$ cat src/rtl/mul_seq_if.sv
// Handshake and result bundle between the RISC240 control path and the
// sequential multiplier.
interface mul_seq_if #(
    parameter int WIDTH = 16
);
    logic             start;
    logic [WIDTH-1:0] a;
    logic [WIDTH-1:0] b;
    logic             busy;
    logic             done;
    logic [WIDTH-1:0] product;
    logic [3:0]       ccOut;

    modport master (
        output start, a, b,
        input  busy, done, product, ccOut
    );

    modport slave (
        input  start, a, b,
        output busy, done, product, ccOut
    );
endinterface

$ cat src/rtl/mul_seq.sv
// 16x16 signed shift-add multiplier sequencer: magnitudes are multiplied and the
// sign is applied once at the end. Optional MUL_EARLY_EXIT_EN stops iterating once
// the remaining multiplier bits are zero.
//
// state | meaning
// IDLE  | waiting for start
// RUN   | one shift-add iteration per cycle
// FIX   | apply sign, register product and flags
// DONE  | done pulse; a new start is accepted here
module mul_seq #(
    parameter int WIDTH = 16
) (
    input  logic     clock,
    input  logic     reset,
    mul_seq_if.slave bus
);
    typedef enum logic [1:0] {IDLE, RUN, FIX, DONE} state_t;

    state_t               state;
    logic [2*WIDTH-1:0]   mcand;
    logic [2*WIDTH-1:0]   acc;
    logic [WIDTH-1:0]     mplr;
    logic [3:0]           cnt;
    logic                 neg;
    logic                 busy;
    logic                 done;
    logic [WIDTH-1:0]     product;
    logic [3:0]           cc;

    logic [WIDTH-1:0]     abs_a;
    logic [WIDTH-1:0]     abs_b;
    logic [2*WIDTH-1:0]   acc_next;
    logic [2*WIDTH-1:0]   res;
    logic                 last_iter;
    logic                 ovf;

    // |-32768| wraps to 0x8000, which is the right magnitude read as unsigned
    always_comb begin
        abs_a    = bus.a[WIDTH-1] ? -bus.a : bus.a;
        abs_b    = bus.b[WIDTH-1] ? -bus.b : bus.b;
        acc_next = mplr[0] ? acc + mcand : acc;
        res      = neg ? -acc : acc;
        ovf      = !((&res[2*WIDTH-1:WIDTH-1]) || (~|res[2*WIDTH-1:WIDTH-1]));
`ifdef MUL_EARLY_EXIT_EN
        last_iter = (cnt == 4'd15) || (mplr[WIDTH-1:1] == '0);
`else
        last_iter = (cnt == 4'd15);
`endif
    end

    always_ff @(posedge clock) begin
        if (reset) begin
            state   <= IDLE;
            mcand   <= '0;
            acc     <= '0;
            mplr    <= '0;
            cnt     <= '0;
            neg     <= 1'b0;
            busy    <= 1'b0;
            done    <= 1'b0;
            product <= '0;
            cc      <= 4'b0000;
        end else begin
            case (state)
                IDLE, DONE: begin
                    done <= 1'b0;
                    if (bus.start) begin
                        mcand <= {{WIDTH{1'b0}}, abs_a};
                        mplr  <= abs_b;
                        neg   <= bus.a[WIDTH-1] ^ bus.b[WIDTH-1];
                        acc   <= '0;
                        cnt   <= '0;
                        busy  <= 1'b1;
                        state <= RUN;
                    end else begin
                        state <= IDLE;
                    end
                end
                RUN: begin
                    acc   <= acc_next;
                    mcand <= mcand << 1;
                    mplr  <= mplr >> 1;
                    cnt   <= cnt + 4'd1;
                    if (last_iter) state <= FIX;
                end
                FIX: begin
                    product <= res[WIDTH-1:0];
                    // {Z,C,N,V}
                    cc      <= {(res[WIDTH-1:0] == '0), 1'b0, res[WIDTH-1], ovf};
                    busy    <= 1'b0;
                    done    <= 1'b1;
                    state   <= DONE;
                end
                default: state <= IDLE;
            endcase
        end
    end

    assign bus.busy    = busy;
    assign bus.done    = done;
    assign bus.product = product;
    assign bus.ccOut   = cc;
endmodule
$ cat src/flat_wrapper.sv
// flat-port wrapper written by rule: the top's interface ports become plain ports
module mul_seq_flat 
#(
    parameter int WIDTH = 16
)
  (clock, reset, bus_start, bus_a, bus_b, bus_busy, bus_done, bus_product, bus_ccOut);
  mul_seq_if #(.WIDTH(WIDTH)) bus_i ();
  input  logic clock;
  input  logic reset;
  input wire logic [$bits(bus_i.start)-1:0] bus_start;
  input wire logic [$bits(bus_i.a)-1:0] bus_a;
  input wire logic [$bits(bus_i.b)-1:0] bus_b;
  output wire logic [$bits(bus_i.busy)-1:0] bus_busy;
  output wire logic [$bits(bus_i.done)-1:0] bus_done;
  output wire logic [$bits(bus_i.product)-1:0] bus_product;
  output wire logic [$bits(bus_i.ccOut)-1:0] bus_ccOut;
  assign bus_i.start = bus_start;
  assign bus_i.a = bus_a;
  assign bus_i.b = bus_b;
  assign bus_busy = bus_i.busy;
  assign bus_done = bus_i.done;
  assign bus_product = bus_i.product;
  assign bus_ccOut = bus_i.ccOut;
  mul_seq #(.WIDTH(WIDTH)) u_core (.clock(clock), .reset(reset), .bus(bus_i));
endmodule
$ cat config.mk
export PLATFORM = sky130hd
export DESIGN_NAME = mul_seq_flat
export DESIGN_NICKNAME = d
export VERILOG_FILES = /design/src/rtl/mul_seq_if.sv /design/src/rtl/mul_seq.sv /design/src/flat_wrapper.sv
export SDC_FILE = /design/constraint.sdc
export NUM_CORES = 1
export LEC_CHECK = 0
export CORE_ASPECT_RATIO = 1.25
export CORE_MARGIN = 2
export CORE_UTILIZATION = 40
export CTS_CLUSTER_DIAMETER = 120
export DETAILED_ROUTE_END_ITERATION = 16
export PLACE_DENSITY = 0.65
export SYNTH_ARGS = -nofsm -noshare
export SYNTH_HDL_FRONTEND = slang
export SYNTH_SLANG_ARGS = --single-unit
$ cat constraint.sdc
create_clock -name clock -period 2.8 [get_ports clock]
set_input_delay 0.28 -clock clock [delete_from_list [all_inputs] [get_ports clock]]
set_output_delay 0.28 -clock clock [all_outputs]
set_load 0.05 [all_outputs]
==> out/summary.md <==
The logs give 0.9137 for the final estimated routing congestion in global placement and 0 for the total count of hold-check failures in the final report. The count of port buffers added during placement came out at 55. The critical path is of the flop to flop type.

Yosys mapped a number of flops with a built-in enable equal to 0. The synthesized design spends more area on one cell type than any other, namely sky130_fd_sc_hd__dfxtp_1. The largest single stage delay on the critical path is 420 ps. The overflow left after global routing is 0, and the H-tree depth is 3. The most used flip-flop cell after synthesis is sky130_fd_sc_hd__dfxtp_1. The tools report the capturing element type of the critical path as a flop. The clock share of power was 20.4%; the proportion of synthesized flip-flops having asynchronous set or reset was 0%. The initial utilization of the core area, before any placement, comes to 40.49%. Dividing the detail-routed via count by the number of cells gives 5.534.

After legalization and detailed placement, the total HPWL measured 15,570 um. The final number of setup-violating endpoints was 2; the worst-path maximum fanout was 4. TritonCTS built the clock tree. The logs give 0 for the max capacitance violation total and 0 for the count of inserted antenna diode cells. The share of synthesized area occupied by flip-flops and latches was 28.39%; the DRC violation count after routing was 0. Summed over all nets, the switching power comes to 2.860 mW. The x dimension of the die came out at 126.9 um. Counting every sink on the clock net gives 107.

After floorplanning, the core was divided into 56 placement rows. The run gives 1,199 as the layout net count. The worst setup path is launched from a flop. For the first-pass GRT wire length, the log shows 34,440 um. The min-delay analysis places its worst path in the category input port to flop.

The number of hold buffers added after CTS is 0. Among all cell types in the netlist, the one instantiated most often is sky130_fd_sc_hd__nand2_1. The run gives 57 as the count of boundary I/O pins. Entering global routing, the biggest net connects 68 pins. Normalized max-slew margin: 52.23%.

The run gives 18,640 um2 as the core region area. Of the total power, registers draw 31.5%. The floorplan step defined a die boundary enclosing 19,990 um2. The area after detailed placement is 8945 um2. The layout overhead on the synthesized area works out to 25.30%.

The run finished, with violations left. With fillers left out, the area of the finished cells amounts to 9455 um2. Of the total power, combinational logic draws 48.1%. The final critical path takes up 102.1% of the cycle. Counting along the longest clock path gives a buffer depth of 2. After detailed routing, the average wire length per cell comes to 15.33 um. The share of synthesized area in the top cell type comes to 28.39%. The logs give 0 for the initial antenna violation count and 1,827 for the count of fill cells added during filler insertion. By area the synthesized netlist is led by sky130_fd_sc_hd__dfxtp_1, sky130_fd_sc_hd__nand2_1, sky130_fd_sc_hd__ha_1. During synthesis, Yosys emitted a total of 0 warnings. Setup repair after global routing could not meet its margin everywhere. The count of buffer and inverter cells on the critical path came out at 2. The number of cells in the finished layout apart from fillers is 1,361, and the power per standard cell area is 695.3 nW/um2.

Highest clock rate: 349.9 MHz. The signal on the critical path passes through ha_4 > inv_2 > fa_2 > nor2b_2 > o21ai_2 > a21boi_2 > o311a_1 > a211oi_2 > buf_4 > nor3_2 > o31a_1 > or3_1 > a32o_1. The run gives 360 ps as the worst-skew pair later-pin latency. The final reports fail on negative setup slack. For the leakage power figure, the log shows 3.808 nW. The synthesized net count is 1,088. The standard cell with the maximum stage delay on the critical path was sky130_fd_sc_hd__o311a_1. The family with the most delay on the worst path is compound AO/OA/AOI/OAI gates. The via count of the routed design came out at 7,532. For the number of global-route vias before repair, the log shows 7,150. The post-synthesis sequential element count works out to 107. The number of clock buffers added by TritonCTS is 9.

The number of distinct standard cells referenced by the synthesized netlist came out at 76. The internal power contribution is 3.714 mW, and the iteration-0 DRC count of the detailed router is 329. For the pin with the worst max-slew slack, the measured transition is 716.5 ps.

Worst setup skew after layout: 8.936 ps. Clock-pin slew was measured on the worst setup and hold paths at 80 ps. The root buffer cell chosen for the clock tree is sky130_fd_sc_hd__clkbuf_16.

STA puts the critical path data arrival time at 3120 ps. Ranked by instance count, the synthesized netlist is headed by sky130_fd_sc_hd__nand2_1, sky130_fd_sc_hd__dfxtp_1, sky130_fd_sc_hd__a21oi_1. VDD sags by at most 616.6 uV. After detailed routing, the total wire length is 20,870 um.

The pre-antenna-repair detailed-routing pass consisted of 5 iterations. The y dimension of the die came out at 157.6 um. The global-route total usage across every layer was 21.02%; the post-route worst setup slack was -58.04 ps. For the worst setup path, the data required time is 3060 ps.

The logs give 1,013 for the synthesized instance count and 0 for the number of max-slew violations in the final report. Number of nets with antenna violations after detailed routing: 0. Averaged over all synthesized cells, the footprint is 7.449 um2. Of the cells placed in the final design, the portion with a size suffix greater than 1 is 15.77%.

The clock period minus worst slack came out at 2858 ps. The tools report the area of the mapped netlist as 7546 um2. Power comes to 6.574 mW. The switching share of power is 43.51%.

The tools report the placed instance count as 1,340.
==> flip-flops by register name, indices dropped and copies added (netlist names) <==
| signal | flops |
|---|---|
| u_core.acc | 32 |
| u_core.mcand | 32 |
| u_core.mplr | 16 |
| u_core.bus.product | 15 |
| u_core.cnt | 4 |
| u_core.bus.ccOut | 3 |
| u_core.state | 2 |
| u_core.bus.busy | 1 |
| u_core.bus.done | 1 |
| u_core.neg | 1 |
==> through the flow <==
step           util [%]  worst slack (ps)  hold WS [ps]  TNS, ps
6_report          50.73            -58.04         350.6   -82.17
5_1_grt           50.73            -180.1         355.6   -566.6
4_1_cts           49.90            -4.087         344.0   -4.087
3_5_place_dp      47.99            -103.2         443.3   -249.7
3_3_place_gp      47.99            -48.44         437.9   -93.73
2_1_floorplan         -            0.8538         431.5        0
==> per-layer routing <==
layer | vias to the layer above | global-route usage, % | wire length (um)
met5 | - | 0 | 0
met1 | 3503 | 25.33 | 9094
met4 | 0 | 7.692 | 468
met3 | 33 | 2.957 | 606
li1 | 3860 | - | -
met2 | 136 | 37.97 | 10700
==> worst register-to-register path, delay by kind of cell, from the launching register on <==
family                     cells  cell delay (ps)
AOI/OAI and AO/OA              6             1380
adders and majority gates      2              370
buffers and inverters          2              230
DFF                            1              340
and+or+nand+nor                3              450
==> area by class of cell <==
type                    count  area (um2)  share of cell area, %
multi-input cells         820        5246                  55.48
flip-flops and latches    107        2145                  22.68
repair buffers            163        1381                  14.61
well taps                 232       290.3                  3.070
clock buffers               9       225.2                  2.382
inverters                  23       86.33                 0.9131
clock inverters             7       81.33                 0.8601
==> cells by family (layout without fill, tap and decap cells) <==
logic type / count (synthesis) / in the layout / share of synthesized area, %
buffers and inverters: 86 / 202 / 4.526
muxes: 11 / 11 / 1.476
and+or+nand+nor: 402 / 402 / 25.65
xor gates and xnor gates: 71 / 71 / 8.340
DFF: 107 / 107 / 28.39
other: 1 / 1 / 0.04970
adders and majority gates: 40 / 40 / 6.732
AOI/OAI and AO/OA: 295 / 295 / 24.84
==> what timing repair did <==
item | CTS | global route
pin swaps | 5 | 16
buffers inserted | 0 | 5
setup endpoints to repair | 8 | 11
gates resized for setup | 14 | 26
==> cell usage in the layout, fill, tap and decap left out, types with 13 or more instances in the layout <==
cell type                           n
sky130_fd_sc_hd__ha_1              34
sky130_fd_sc_hd__a211oi_1          16
sky130_fd_sc_hd__xnor2_1           28
sky130_fd_sc_hd__nor2b_1           13
sky130_fd_sc_hd__nand3_1           38
sky130_fd_sc_hd__o21ai_0           66
sky130_fd_sc_hd__o211ai_1          20
sky130_fd_sc_hd__xor2_1            41
sky130_fd_sc_hd__a21oi_1           87
sky130_fd_sc_hd__nand2b_1          13
sky130_fd_sc_hd__dfxtp_1          105
sky130_fd_sc_hd__inv_1             20
sky130_fd_sc_hd__buf_4            106
sky130_fd_sc_hd__clkdlybuf4s50_1   54
sky130_fd_sc_hd__nand2_1          156
sky130_fd_sc_hd__nor2_1            84
sky130_fd_sc_hd__nor3_1            19
==> power by group through the flow <==
stage | sequential [mW] | clock, mW | combinational [mW]
4_1_cts | 2.06 | 1.38 | 3.12
3_5_place_dp | 2.09 | 0 | 3.10
3_3_place_gp | 2.08 | 0 | 3.09
6_report | 2.07 | 1.34 | 3.16
2_1_floorplan | 2.31 | 0 | 1.80
5_1_grt | 2.11 | 1.44 | 3.51
==> path summary, 6_finish.rpt <==
check,startpoint,end,slack (ps),cells past startpoint
worst max-delay path,u_core.acc[0],u_core.acc[24],-60,13
worst min register to register,u_core.mplr[1],u_core.mplr[1],450,2
worst max register to register,u_core.acc[0],u_core.acc[24],-60,13
worst min-delay path,reset,u_core.bus.product[10],350,3
Note: power is estimated with default switching activity, not from simulation.
